File: src/rtl/mem_fetch_unit.sv
// Memory-side stage of the multicycle MIPS core: owns IR/MDR and runs each access over a req/ack port.
// Optional misaligned-access trap is enabled by defining MFU_ALIGN_CHECK_EN.
module mem_fetch_unit #(
   parameter int DATA_W = 32,
   parameter int ADDR_W = 32
) (
   input  logic              clk,
   input  logic              reset,
   input  logic              iord,
   input  logic [ADDR_W-1:0] pc,
   input  logic [ADDR_W-1:0] aluout,
   input  logic [DATA_W-1:0] wdata,
   input  logic              IRWrite,
   input  logic              MemRead,
   input  logic              MemWrite,
   output logic              stall,
   output logic [DATA_W-1:0] instr,
   output logic [5:0]        op,
   output logic [5:0]        funct,
   output logic [DATA_W-1:0] mdr,
   output logic              err,
   output logic              m_req,
   output logic              m_we,
   output logic [ADDR_W-1:0] m_addr,
   output logic [DATA_W-1:0] m_wdata,
   input  logic              m_ack,
   input  logic [DATA_W-1:0] m_rdata
);

   localparam logic [1:0] S_IDLE = 2'd0;
   localparam logic [1:0] S_REQ  = 2'd1;
   localparam logic [1:0] S_DONE = 2'd2;

   logic [1:0]        state_q, state_d;
   logic              fetch_q, fetch_d;
   logic              load_q, load_d;
   logic              we_q, we_d;
   logic [ADDR_W-1:0] addr_q, addr_d;
   logic [DATA_W-1:0] wdata_q, wdata_d;
   logic [DATA_W-1:0] ir_q, ir_d;
   logic [DATA_W-1:0] mdr_q, mdr_d;
   logic              err_q, err_d;

   logic              start;
   logic [ADDR_W-1:0] sel_addr;
   logic              misalign;

   assign start    = IRWrite | MemRead | MemWrite;
   assign sel_addr = iord ? aluout : pc;

`ifdef MFU_ALIGN_CHECK_EN
   assign misalign = (sel_addr[1:0] != 2'b00);
`else
   assign misalign = 1'b0;
`endif

   always_comb begin
      state_d = state_q;
      fetch_d = fetch_q;
      load_d  = load_q;
      we_d    = we_q;
      addr_d  = addr_q;
      wdata_d = wdata_q;
      ir_d    = ir_q;
      mdr_d   = mdr_q;
      err_d   = 1'b0;
      case (state_q)
         S_IDLE: begin
            if (start) begin
               if (misalign) begin
                  // Trapped access skips the memory entirely and reports via err in DONE
                  state_d = S_DONE;
                  err_d   = 1'b1;
               end else begin
                  state_d = S_REQ;
                  fetch_d = IRWrite;
                  load_d  = ~IRWrite & MemRead;
                  we_d    = ~IRWrite & ~MemRead & MemWrite;
                  addr_d  = sel_addr;
                  wdata_d = wdata;
               end
            end
         end
         S_REQ: begin
            if (m_ack) begin
               if (fetch_q) begin
                  ir_d = m_rdata;
               end else if (load_q) begin
                  mdr_d = m_rdata;
               end
               state_d = S_DONE;
            end
         end
         S_DONE: state_d = S_IDLE;
         default: state_d = S_IDLE;
      endcase
   end

   always_ff @(posedge clk or negedge reset) begin
      if (!reset) begin
         state_q <= S_IDLE;
         fetch_q <= 1'b0;
         load_q  <= 1'b0;
         we_q    <= 1'b0;
         addr_q  <= '0;
         wdata_q <= '0;
         ir_q    <= '0;
         mdr_q   <= '0;
         err_q   <= 1'b0;
      end else begin
         state_q <= state_d;
         fetch_q <= fetch_d;
         load_q  <= load_d;
         we_q    <= we_d;
         addr_q  <= addr_d;
         wdata_q <= wdata_d;
         ir_q    <= ir_d;
         mdr_q   <= mdr_d;
         err_q   <= err_d;
      end
   end

   // In IDLE the controller must hold in the same cycle it asks, hence the combinational path
   assign stall   = (state_q == S_IDLE) ? start : (state_q == S_REQ);
   assign m_req   = (state_q == S_REQ);
   assign m_we    = we_q & m_req;
   assign m_addr  = addr_q;
   assign m_wdata = wdata_q;
   assign instr   = ir_q;
   assign op      = ir_q[31:26];
   assign funct   = ir_q[5:0];
   assign mdr     = mdr_q;
   assign err     = err_q;

endmodule

File: config.mk
export PLATFORM = sky130hd
export DESIGN_NAME = mem_fetch_unit
export DESIGN_NICKNAME = d
export VERILOG_FILES = /design/src/rtl/mem_fetch_unit.sv
export SDC_FILE = /design/constraint.sdc
export NUM_CORES = 1
export LEC_CHECK = 0
export CAP_MARGIN = 20
export CELL_PAD_IN_SITES_DETAIL_PLACEMENT = 2
export CELL_PAD_IN_SITES_GLOBAL_PLACEMENT = 2
export CORE_UTILIZATION = 41
export CTS_BUF_LIST = sky130_fd_sc_hd__clkbuf_16
export DETAILED_ROUTE_END_ITERATION = 8
export DONT_BUFFER_PORTS = 1
export PLACE_DENSITY = 0.81
export RECOVER_POWER = 100
export SLEW_MARGIN = 20
export SYNTH_ARGS = -nofsm -noshare
export SYNTH_HDL_FRONTEND = slang
export SYNTH_SLANG_ARGS = --single-unit
File: constraint.sdc
create_clock -name clk -period 1.9 [get_ports clk]
set_input_delay 0.38 -clock clk [delete_from_list [all_inputs] [get_ports clk]]
set_output_delay 0.38 -clock clk [all_outputs]
set_load 0.05 [all_outputs]
# Yosys cells after proc, flatten, opt, wreduce, memory -nomap -nowiden
# Index checks and enable logic that the tools add are counted.
# classes
n_reduce_logical	5
bitwise	9
muxes	5
eq_ne	3
# op_table
cell	count
two-way mux 32 bit	1
bitwise AND 1 bit	4
two-way mux 2 bit	2
case mux 2 bit (2 select lines)	1
AND reduction 2 bit	2
AND reduction 4 bit	1
inverter 1 bit	3
AND reduction 3 bit	1
== test 2 x 1 -> 1 bit, second input constant	1
zero test 2 bit	1
!= test 2 x 1 -> 1 bit, second input constant	1
!= test 2 bit, second input constant	1
OR 1 bit	2
two-way mux 1 bit	1
# totals
regBits	133
elab_cells	30
output_inout_bits	144
inputBits	135

# Logic depth before layout (Yosys ltp)
# depth
word_depth	4
depth_mapped	6
ltp_nobuf	4

# Worst setup path after synthesis
# OpenSTA, ideal clock, no wires.
# synth_path
kind	register to register
from	reg state_q[1]
to	reg mdr_q[10] (netlist: mdr[10])
path_stages_with_launch	7
required_time_ps	1775
path_slack_ps	215
arrival_ps	1560
path_buffers	2
synth_period_minus_slack_ps	1685
setup_time_ps	125
cell_sequence	dfrtp_1 -> nand2b_4 -> inv_2 -> and4b_1 -> clkbuf_2 -> buf_4 -> mux2_2
# synth_via
elab_chain_cells	2
# synth_lines
item	line	text
from (decl)	34	logic [1:0] state_q, state_d;
from (signal assigned)	111	state_q <= state_d;
== test 2 x 1 -> 1 bit	-	
via m_req	22	output logic m_req,
AND reduction 4 bit (no line)	-	
to (signal assigned)	118	mdr_q <= mdr_d;
to (decl)	41	logic [DATA_W-1:0] mdr_q, mdr_d;
# The timed path passes the listed nets, and every way through them passes these cells.
# A chain may end at the register's enable or synchronous reset.

# Final worst setup path
# layout_path
from	reg state_q[0]
to	out stall
# layout_via
elab_chain_cells	2
elab_cells_between_ends	3
cone_classes	eq/ne (1); mux (1); reduce/logical (1)
# layout_lines
item	line	text
== test 2 x 1 -> 1 bit / zero test 2 bit (equally long branches)	124	assign stall = (state_q == S_IDLE) ? start : (state_q == S_REQ);
two-way mux 1 bit *	124	
to (decl)	16	output logic stall,
# Every way passes the cells marked *; elsewhere a longest branch is shown, timed or not.

==> impl_metrics.csv <==
group,metric,value,unit
worst_setup_path,worst-endpoint-arrival,1430,ps
route,remaining_drc_errors,0,
final_layout,n_antenna_cell,0,
die,die_area,14500,um2
die,core-area,13500,um2
global_routing,global_route.usage.met2,0.330,
place,placement.setup.worst_slack,223,ps
final_layout,fill_cells,1289,
route,detail_route.wirelength,12800,um
route,post_drt_wl_per_cell,24.1,um
clocking,cts_tree,"done",
place,gpl_congestion,0.725,
worst_setup_path,critical_path_required,1520,ps
final_layout,flow.area_growth_from_synthesis,7.10,%
clocking,clock_path_buffers,2,
sta,timing.final.max_slew_violations,0,
place,port_buffer_count,0,
die,die_width,121,um
clocking,clk_pin_slew_worst_paths,50,ps
die,fp.dieH,121,um
worst_setup_path,crit_slowest_cell,"sky130_fd_sc_hd__dfrtp_1",
synthesis,synth.avg_cell_area,16.8,um2
job,maxCapViolations,0,
global_routing,global_route.usage.met1,0.197,
clocking,cts-htree-levels,4,
synthesis,synth_sequential_area_ratio,0.578,
sta,min_period,1810,ps
worst_setup_path,setup.worst_path.end_class,"output port",
sta,final.setup_skew,6.46,ps
route,ant_nets,0,
global_routing,grt_remaining_overflow,0,
global_routing,grt.busiest_layer,"met2",
synthesis,synth.ff_latch_count,133,
sta,number_of_hold_slack_violations_in_the_final_timing_report,133,
worst_setup_path,critPathMaxStageDelay,410,ps
synthesis,netlist_instances,343,
global_routing,groute.layer.met3.usage,0.0783,
die,floorplan.rows,42,
worst_setup_path,crit_path_start_kind,"flop",
sta,finalSetupTns,0,ps
clocking,cts_root_buffer,"sky130_fd_sc_hd__clkbuf_16",
synthesis,ys_warn_count,0,
route,vias,2832,
run_status,violations,"negative hold slack",
worst_setup_path,timing.critical_path.cells,"nor2_4 -> buf_4 -> o21ai_2 -> nand2_1 -> buf_12",
synthesis,synth_fp_nets,478,
sta,rsz0062_at_grt,"no",
sta,hold-worst-slack,-333,ps
sta,timing.final.setup_violations,0,
die,io_pins,279,
route,drtIter0Drc,89,
global_routing,number_of_global_route_vias_before_repair,3378,
final_layout,layout.nets,479,
global_routing,grtUsageTotal,0.185,
clocking,tritoncts.num_buffers,17,
sta,worst_slack,93.5,ps
die,initial_utilization,0.428,
sta,slew-limit-headroom,0.389,
route,vias_per_cell,5.31,
worst_setup_path,worstSetupPathType,"reg -> out",
route,drt_first_pass_iters,4,
place,detailedPlacementHpwl,9230,um
global_routing,grt_start_max_net_pins,134,
sta,worst_pin_slew,916,ps
final_layout,layout-drive-gt1-share,0.415,
worst_hold_path,hold_path.class,"in -> async",
global_routing,antenna_violations_before_repair,0,
global_routing,first_pass_grt_wire_length,20000,um
clocking,clock_sink_count,133,
synthesis,synth_area,5760,um2
run_status,run_status,"complete, but fails checks",
synthesis,ys_types,25,
sta,timing.fmax,0.554,GHz
worst_setup_path,crit_path_max_fanout,4,
clocking,clock_latency,400,ps
sta,timing.final.crit_share,0.951,
[per-stage QoR]
stage	cell area, um2	util	instances
after floorplan	5760	-	343
after global placement	5830	0.434	499
after detailed placement	5830	0.434	499
after CTS	6410	0.476	533
after global routing	6170	0.459	533
final	6170	0.459	533
[cell families (layout without fill, tap and decap cells)]
logic type | count (synthesis) | count (layout) | share of synthesized area
buf+inv | 33 | 47 | 0.0512
flops | 133 | 133 | 0.578
simple gates | 8 | 8 | 0.00955
other cells | 1 | 1 | 0.000651
mux | 160 | 160 | 0.352
compound gates | 8 | 8 | 0.00912
[final cells by class]
type	instances	area, um2	area share
Tap cell	176	220	0.0357
Multi-Input combinational cell	177	1960	0.317
Inverter	2	7.51	0.00122
Timing Repair Buffer	13	105	0.0170
Clock buffer	17	425	0.0689
Sequential cell	133	3330	0.539
Clock inverter	15	126	0.0205
[Yosys cell counts]
library cell | instances | area, um2
sky130_fd_sc_hd__dfrtp_1 | 133 | 3330
sky130_fd_sc_hd__mux2_2 | 99 | 1110
sky130_fd_sc_hd__mux2_4 | 60 | 901
sky130_fd_sc_hd__buf_4 | 16 | 120
sky130_fd_sc_hd__buf_12 | 6 | 120
sky130_fd_sc_hd__buf_2 | 4 | 20.0
sky130_fd_sc_hd__clkbuf_1 | 3 | 11.3
sky130_fd_sc_hd__o21ai_0 | 3 | 15.0
sky130_fd_sc_hd__a21oi_1 | 2 | 10.0
sky130_fd_sc_hd__and2_1 | 2 | 12.5
sky130_fd_sc_hd__a22o_2 | 1 | 10.0
sky130_fd_sc_hd__a32o_1 | 1 | 10.0
sky130_fd_sc_hd__and4b_1 | 1 | 10.0
sky130_fd_sc_hd__buf_6 | 1 | 11.3
sky130_fd_sc_hd__clkbuf_2 | 1 | 5.00
sky130_fd_sc_hd__conb_1 | 1 | 3.75
sky130_fd_sc_hd__inv_1 | 1 | 3.75
sky130_fd_sc_hd__inv_2 | 1 | 3.75
sky130_fd_sc_hd__mux2_1 | 1 | 11.3
sky130_fd_sc_hd__nand2_1 | 1 | 3.75
sky130_fd_sc_hd__nand2b_4 | 1 | 13.8
sky130_fd_sc_hd__nand3_1 | 1 | 5.00
sky130_fd_sc_hd__nor2_1 | 1 | 3.75
sky130_fd_sc_hd__o21a_1 | 1 | 7.51
sky130_fd_sc_hd__or2_1 | 1 | 6.26
[critical path: cells and delay by family (launching register included)]
family                 cells  cell delay [ps]
flip-flops                 1              410
buffers and inverters      2              290
AND/OR/NAND/NOR            2              240
AO/OA/AOI/OAI              1               70
[path summary, 6_finish.rpt]
path / to / cells past startpoint / start / slack [ps]
min in group clk: state_q[0]$_DFFE_PN0P_ / 1 / m_ack / 90
min reg2reg: load_q$_DFFE_PN0P_ / 1 / load_q$_DFFE_PN0P_ / 510
max in group asynchronous: instr[12]$_DFFE_PN0P_ / 0 / reset / 2010
max: stall / 5 / state_q[0]$_DFFE_PN0P_ / 90
max reg2reg: instr[8]$_DFFE_PN0P_ / 6 / state_q[0]$_DFFE_PN0P_ / 150
min: instr[29]$_DFFE_PN0P_ / 0 / reset / -330
[state kept, by name, indices dropped and copies added, names as in the netlist]
name     flops
mdr         32
m_addr      32
fetch_q      1
load_q       1
m_wdata     32
instr       32
state_q      2
we_q         1
[layer usage]
metal	share of wire	vias up	wire [um]
met5	0	-	0
met4	0.012	0	150
met3	0.083	12	1070
met2	0.56	136	7170
met1	0.35	1486	4460
li1	-	1198	-
[what timing repair did]
action	CTS	global route
buffers inserted	2	0
endpoints found under the hold margin	133	133
pin swaps	2	1
gates resized for setup	3	2
endpoints found under the setup margin	1	1
[cells in the final DEF, fill, tap and decap left out, types with 2 or more instances in the layout]
cell                        synthesis  layout
sky130_fd_sc_hd__dfrtp_1          133     133
sky130_fd_sc_hd__mux2_2            99      99
sky130_fd_sc_hd__mux2_1             1      54
sky130_fd_sc_hd__clkbuf_16          0      17
sky130_fd_sc_hd__mux2_4            60       7
sky130_fd_sc_hd__inv_1              1       6
sky130_fd_sc_hd__buf_4             16       5
sky130_fd_sc_hd__clkinv_2           0       3
sky130_fd_sc_hd__o21ai_0            3       2
sky130_fd_sc_hd__a21oi_1            2       2
sky130_fd_sc_hd__clkinv_1           0       2
sky130_fd_sc_hd__clkinv_4           0       2
sky130_fd_sc_hd__bufinv_16          0       2
sky130_fd_sc_hd__buf_6              1       2
sky130_fd_sc_hd__clkbuf_1           3       2
sky130_fd_sc_hd__clkbuf_2           1       2
Power is left out: the tool's default activity adds up to more than one toggle a clock period on the data nets, which glitch-free logic cannot reach.
